### config.mk
export PLATFORM = sky130hd
export DESIGN_NAME = load_hazard_scoreboard
export DESIGN_NICKNAME = d
export VERILOG_FILES = /design/src/rtl/load_hazard_scoreboard.sv
export SDC_FILE = /design/constraint.sdc
export NUM_CORES = 1
export LEC_CHECK = 0
export BUFFER_PORTS_ARGS = -buffer_cell sky130_fd_sc_hd__buf_2
export CAP_MARGIN = 25
export CORE_MARGIN = 2
export CORE_UTILIZATION = 61
export DETAILED_ROUTE_END_ITERATION = 6
export PLACE_DENSITY = 0.92
export SYNTH_ARGS = -nofsm -noshare
export SYNTH_HDL_FRONTEND = slang
export SYNTH_SLANG_ARGS = --single-unit
export TNS_END_PERCENT = 20
### constraint.sdc
create_clock -name clk -period 7.2 [get_ports clk]
set_input_delay 0.72 -clock clk [delete_from_list [all_inputs] [get_ports clk]]
set_output_delay 0.72 -clock clk [all_outputs]
set_load 0.05 [all_outputs]
### src/rtl/load_hazard_scoreboard.sv
// Decode-stage load-use hazard detector: tracks pending load destinations per register,
// stalls ID until forwarding can cover its sources, and counts stall cycles.
module load_hazard_scoreboard #(
    parameter int NREG     = 32,
    parameter int AW       = 5,
    parameter int LOAD_LAT = 1,
    parameter int CW       = 2,
    parameter int SCW      = 16
) (
    input  logic            clk,
    input  logic            rst_n,
    input  logic            id_valid,
    input  logic [AW-1:0]   id_rs,
    input  logic [AW-1:0]   id_rt,
    input  logic            id_uses_rt,
    input  logic            id_wr_en,
    input  logic [AW-1:0]   id_rd,
    input  logic            id_is_load,
    input  logic            flush,
    output logic            stall,
    output logic            pc_write,
    output logic            ifid_write,
    output logic            idex_bubble,
    output logic [NREG-1:0] busy_mask,
    output logic [SCW-1:0]  stall_cycles
);

    logic [NREG-1:0][CW-1:0] pend_flat;
    logic [SCW-1:0]          stall_cycles_reg;
    logic [SCW-1:0]          stall_cycles_next;
    logic                    rs_hazard;
    logic                    rt_hazard;
    logic                    issue;
    logic                    issue_write;

    // Sources are compared against pre-issue state, so an instruction never waits on itself.
    assign rs_hazard   = (id_rs != '0) && (pend_flat[id_rs] != '0);
    assign rt_hazard   = id_uses_rt && (id_rt != '0) && (pend_flat[id_rt] != '0);
    assign stall       = id_valid && !flush && (rs_hazard || rt_hazard);
    assign issue       = id_valid && !stall && !flush;
    assign issue_write = issue && id_wr_en && (id_rd != '0);

    assign pc_write    = !stall;
    assign ifid_write  = !stall;
    assign idex_bubble = stall || flush;

    generate
        for (genvar gi = 0; gi < NREG; gi++) begin : g_reg
            if (gi == 0) begin : g_zero
                assign pend_flat[gi] = '0;
                assign busy_mask[gi] = 1'b0;
            end else begin : g_pend
                logic [CW-1:0] cnt_reg;
                logic [CW-1:0] cnt_next;
                logic          hit;

                assign hit = issue_write && (id_rd == AW'(gi));

                // A newer ALU write clears the entry: its result forwards ahead of the old load.
                always_comb begin
                    cnt_next = cnt_reg;
                    if (hit && id_is_load) begin
                        cnt_next = CW'(LOAD_LAT);
                    end else if (hit) begin
                        cnt_next = '0;
                    end else if (cnt_reg != '0) begin
                        cnt_next = cnt_reg - 1'b1;
                    end
                end

                always_ff @(posedge clk) begin
                    if (!rst_n) begin
                        cnt_reg <= '0;
                    end else begin
                        cnt_reg <= cnt_next;
                    end
                end

                assign pend_flat[gi] = cnt_reg;
                assign busy_mask[gi] = (cnt_reg != '0);
            end
        end
    endgenerate

    always_comb begin
        stall_cycles_next = stall_cycles_reg;
        if (stall && (stall_cycles_reg != {SCW{1'b1}})) begin
            stall_cycles_next = stall_cycles_reg + 1'b1;
        end
    end

    always_ff @(posedge clk) begin
        if (!rst_n) begin
            stall_cycles_reg <= '0;
        end else begin
            stall_cycles_reg <= stall_cycles_next;
        end
    end

    assign stall_cycles = stall_cycles_reg;

endmodule
==> impl_metrics.csv <==
group,metric,value,unit
sta,relSlewSlack,38.7,%
cts,clockBufferDepth,2,
synth,synth_seq_area_share,30.9,%
cts,clk-insertion-delay-late,0.37,ns
critical_path,critical_path.startpoint_type,"input port",
critical_path,timing_worst_setup_path_type,"in -> out",
sta,setup_viol,0,
outcome,outcome,"finished clean",
place,io_buffers,72,
synth,ys.flop_type,"dfxtp_1",
min_path,min_path_type,"reg -> reg",
global_routing,grt_pass1_wl,20200,microns
critical_path,cp_max_fo,56,
synth,synth_top_area_share,30.9,%
critical_path,cp_top_family,"buffers and inverters",
critical_path,cp-end-kind,"output port",
cts,clk_pin_slew,0.08,ns
sta,finalMaxSlewViolations,0,
synth,synth_area_leaders,"dfxtp_1 (31%), ha_1 (7.9%), mux2i_1 (7.7%), inv_1 (7.3%), nand2_1 (6.2%)",
global_routing,grt_overflow_total,0,
synth,ys_warn_count,0,
sta,whs,0.471,ns
critical_path,cpPeakStageDelay,0.47,ns
cts,numCtsBuffers,9,
global_routing,grt_max_degree,83,
place,dp_hpwl,9290,microns
critical_path,cp.buffers_inverters,3,
global_routing,grt_antenna_before_repair,0,
sta,tightest_slew,0.916,ns
sta,finalCritPeriodShare,56.3,%
synth,yosysTopAreaCell,"dfxtp_1",
critical_path,worstPathArrival,3.33,ns
synth,yosysMostFrequentCell,"inv_1",
floorplanning,initial_core_util,62.2,%
synth,avgSynthCellArea,7.75,sq um
critical_path,cp_cell_sequence,"buf_2, nor3_1, a31oi_1, mux4_2, a21oi_1, o22ai_1, a31oi_4, buf_4, nor2_1, or2_2, buf_2",
synth,synthCells,652,
synth,synth_edf_count,0,
cts,cts-root-buf,"clkbuf_8",
sta,hold_viol_final,0,
flow_run,maxCapViolations,0,
place,place_area,5470,sq um
final_layout,final_area,5640,sq um
cts,cts_max_level,3,
pwr,p_leak,2.72,nW
final_layout,largest_register_ffs,62,
global_routing,grt_usage,28.6,%
detailed_routing,wl_per_cell,15.5,microns
detailed_routing,vias_per_cell,5.94,
synth,synth_seq_cells,78,
cts,cts_setup_buffers,0,
synth,syn_nets,706,
pwr,powerDensity,470,nW/um^2
detailed_routing,drc,0,
critical_path,cpMostUsedCell,"buf_2",
cts,cts_resized,0,
floorplanning,dieHeight,95.0,microns
synth,syn_area,5060,sq um
synth,synthTopCellsByCount,"inv_1 (99), nand2_1 (83), dfxtp_1 (78)",
global_routing,grt_pass1_vias,4452,
synth,async_reset_ff_share,0,%
floorplanning,core.rowCount,33,
place,gp_congestion,0.971,
detailed_routing,drtIter0Drc,442,
critical_path,crit_slowest_cell,"mux4_2",
final_layout,fill_cells,639,
detailed_routing,wirelength,12700,microns
critical_path,required,6.48,ns
sta,max_freq,0.247,GHz
floorplanning,core,8130,sq um
sta,tns,0,ns
final_layout,drive_gt1_share,14.6,%
detailed_routing,route.vias.total,4854,
cts,holdBufCountCts,0,
floorplanning,design.die.area,9030,sq um
pwr,finalPower,0.00265,W
detailed_routing,postRouteAntennaNets,0,
cts,cts_tree,"built",
final_layout,nets,762,
floorplanning,fp.dieW,95.0,microns
detailed_routing,drtPass1Iterations,6,
pwr,ir_drop,0.000271,V
sta,post-route-min-period,4.05,ns
final_layout,syn_to_final_growth,11.6,%
floorplanning,ios,74,
synth,synthDistinctLibCells,43,
sta,rsz0062_at_grt,"no",
final_layout,post-route-util,69.4,%
cts,clock_sinks,78,
sta,clock_skew,0.0121,ns
critical_path,r2r_slack,4.43,ns
final_layout,diodes,0,
==> worst paths after layout <==
check / end / cells after the start / start
setup / recovery: idex_bubble / 11 / id_rs[0]
hold / removal: stall_cycles[11]$_SDFFE_PN0P_ / 2 / stall_cycles[11]$_SDFFE_PN0P_
setup reg to reg: g_reg[2].g_pend.cnt_reg[1]$_SDFFE_PP0P_ / 9 / g_reg[12].g_pend.cnt_reg[0]$_SDFFE_PN0P_
hold reg to reg: stall_cycles[11]$_SDFFE_PN0P_ / 2 / stall_cycles[11]$_SDFFE_PN0P_
==> placed cells by master, fill, tap and decap left out, types with 10 or more instances in the layout <==
cell,count
inv_1,99
nor2_1,36
nand3_1,26
nand2b_1,10
ha_1,32
o21ai_0,37
buf_2,72
mux2i_1,39
and3_1,35
a21oi_1,13
nor3_1,21
nand2_1,83
xnor2_1,31
nand4_1,17
clkbuf_8,11
dfxtp_1,78
==> cells by family after synthesis <==
family          after synthesis  synth area share (%)
compound gates               77                  9.08
xor+xnor                     31                  5.37
fa+ha+maj                    32                  7.92
buf+inv                     131                  10.2
flops                        78                  30.9
mux                          48                  11.7
other cells                   1                0.0742
simple gates                254                  24.8
==> routing by layer <==
metal  vias to the layer above  track usage, %  wire length, microns
met3                        48            5.69                   976
met2                       226            49.3                  6190
li1                       2310               -                     -
met4                         0            14.4                   431
met1                      2270            33.8                  5080
met5                         -               0                     0
==> power by group <==
group / internal, W / switching, W
Sequential: 0.000581 / 0.000134
Clock: 0.000140 / 0.000164
Combinational: 0.000580 / 0.00105
==> cell type report <==
type,count,area (sq um),share of cell area (%)
multi-input combinational,443,3000,53.1
sequential,78,1560,27.7
timing repair buffer,75,403,7.14
inverter,101,379,6.72
clock buffer,11,151,2.68
tap,105,131,2.33
clock inverter,4,22.5,0.399
==> metrics by stage <==
step	setup slack (ns)	cells
finish	3.15	817
global route	3.06	817
CTS	3.23	817
detailed placement	3.28	802
global placement	3.39	801
floorplan	2.97	652
==> worst reg2reg max path, cell delays in order (launching register included) <==
cell and delay (ns):
dfxtp_1 0.36, nor3_1 0.25, a31oi_1 0.08, mux4_2 0.47, a21oi_1 0.19, o22ai_1 0.14
a31oi_4 0.15, buf_4 0.47, nand4_1 0.28, and3_1 0.27
(Power assumes the default switching activity.)
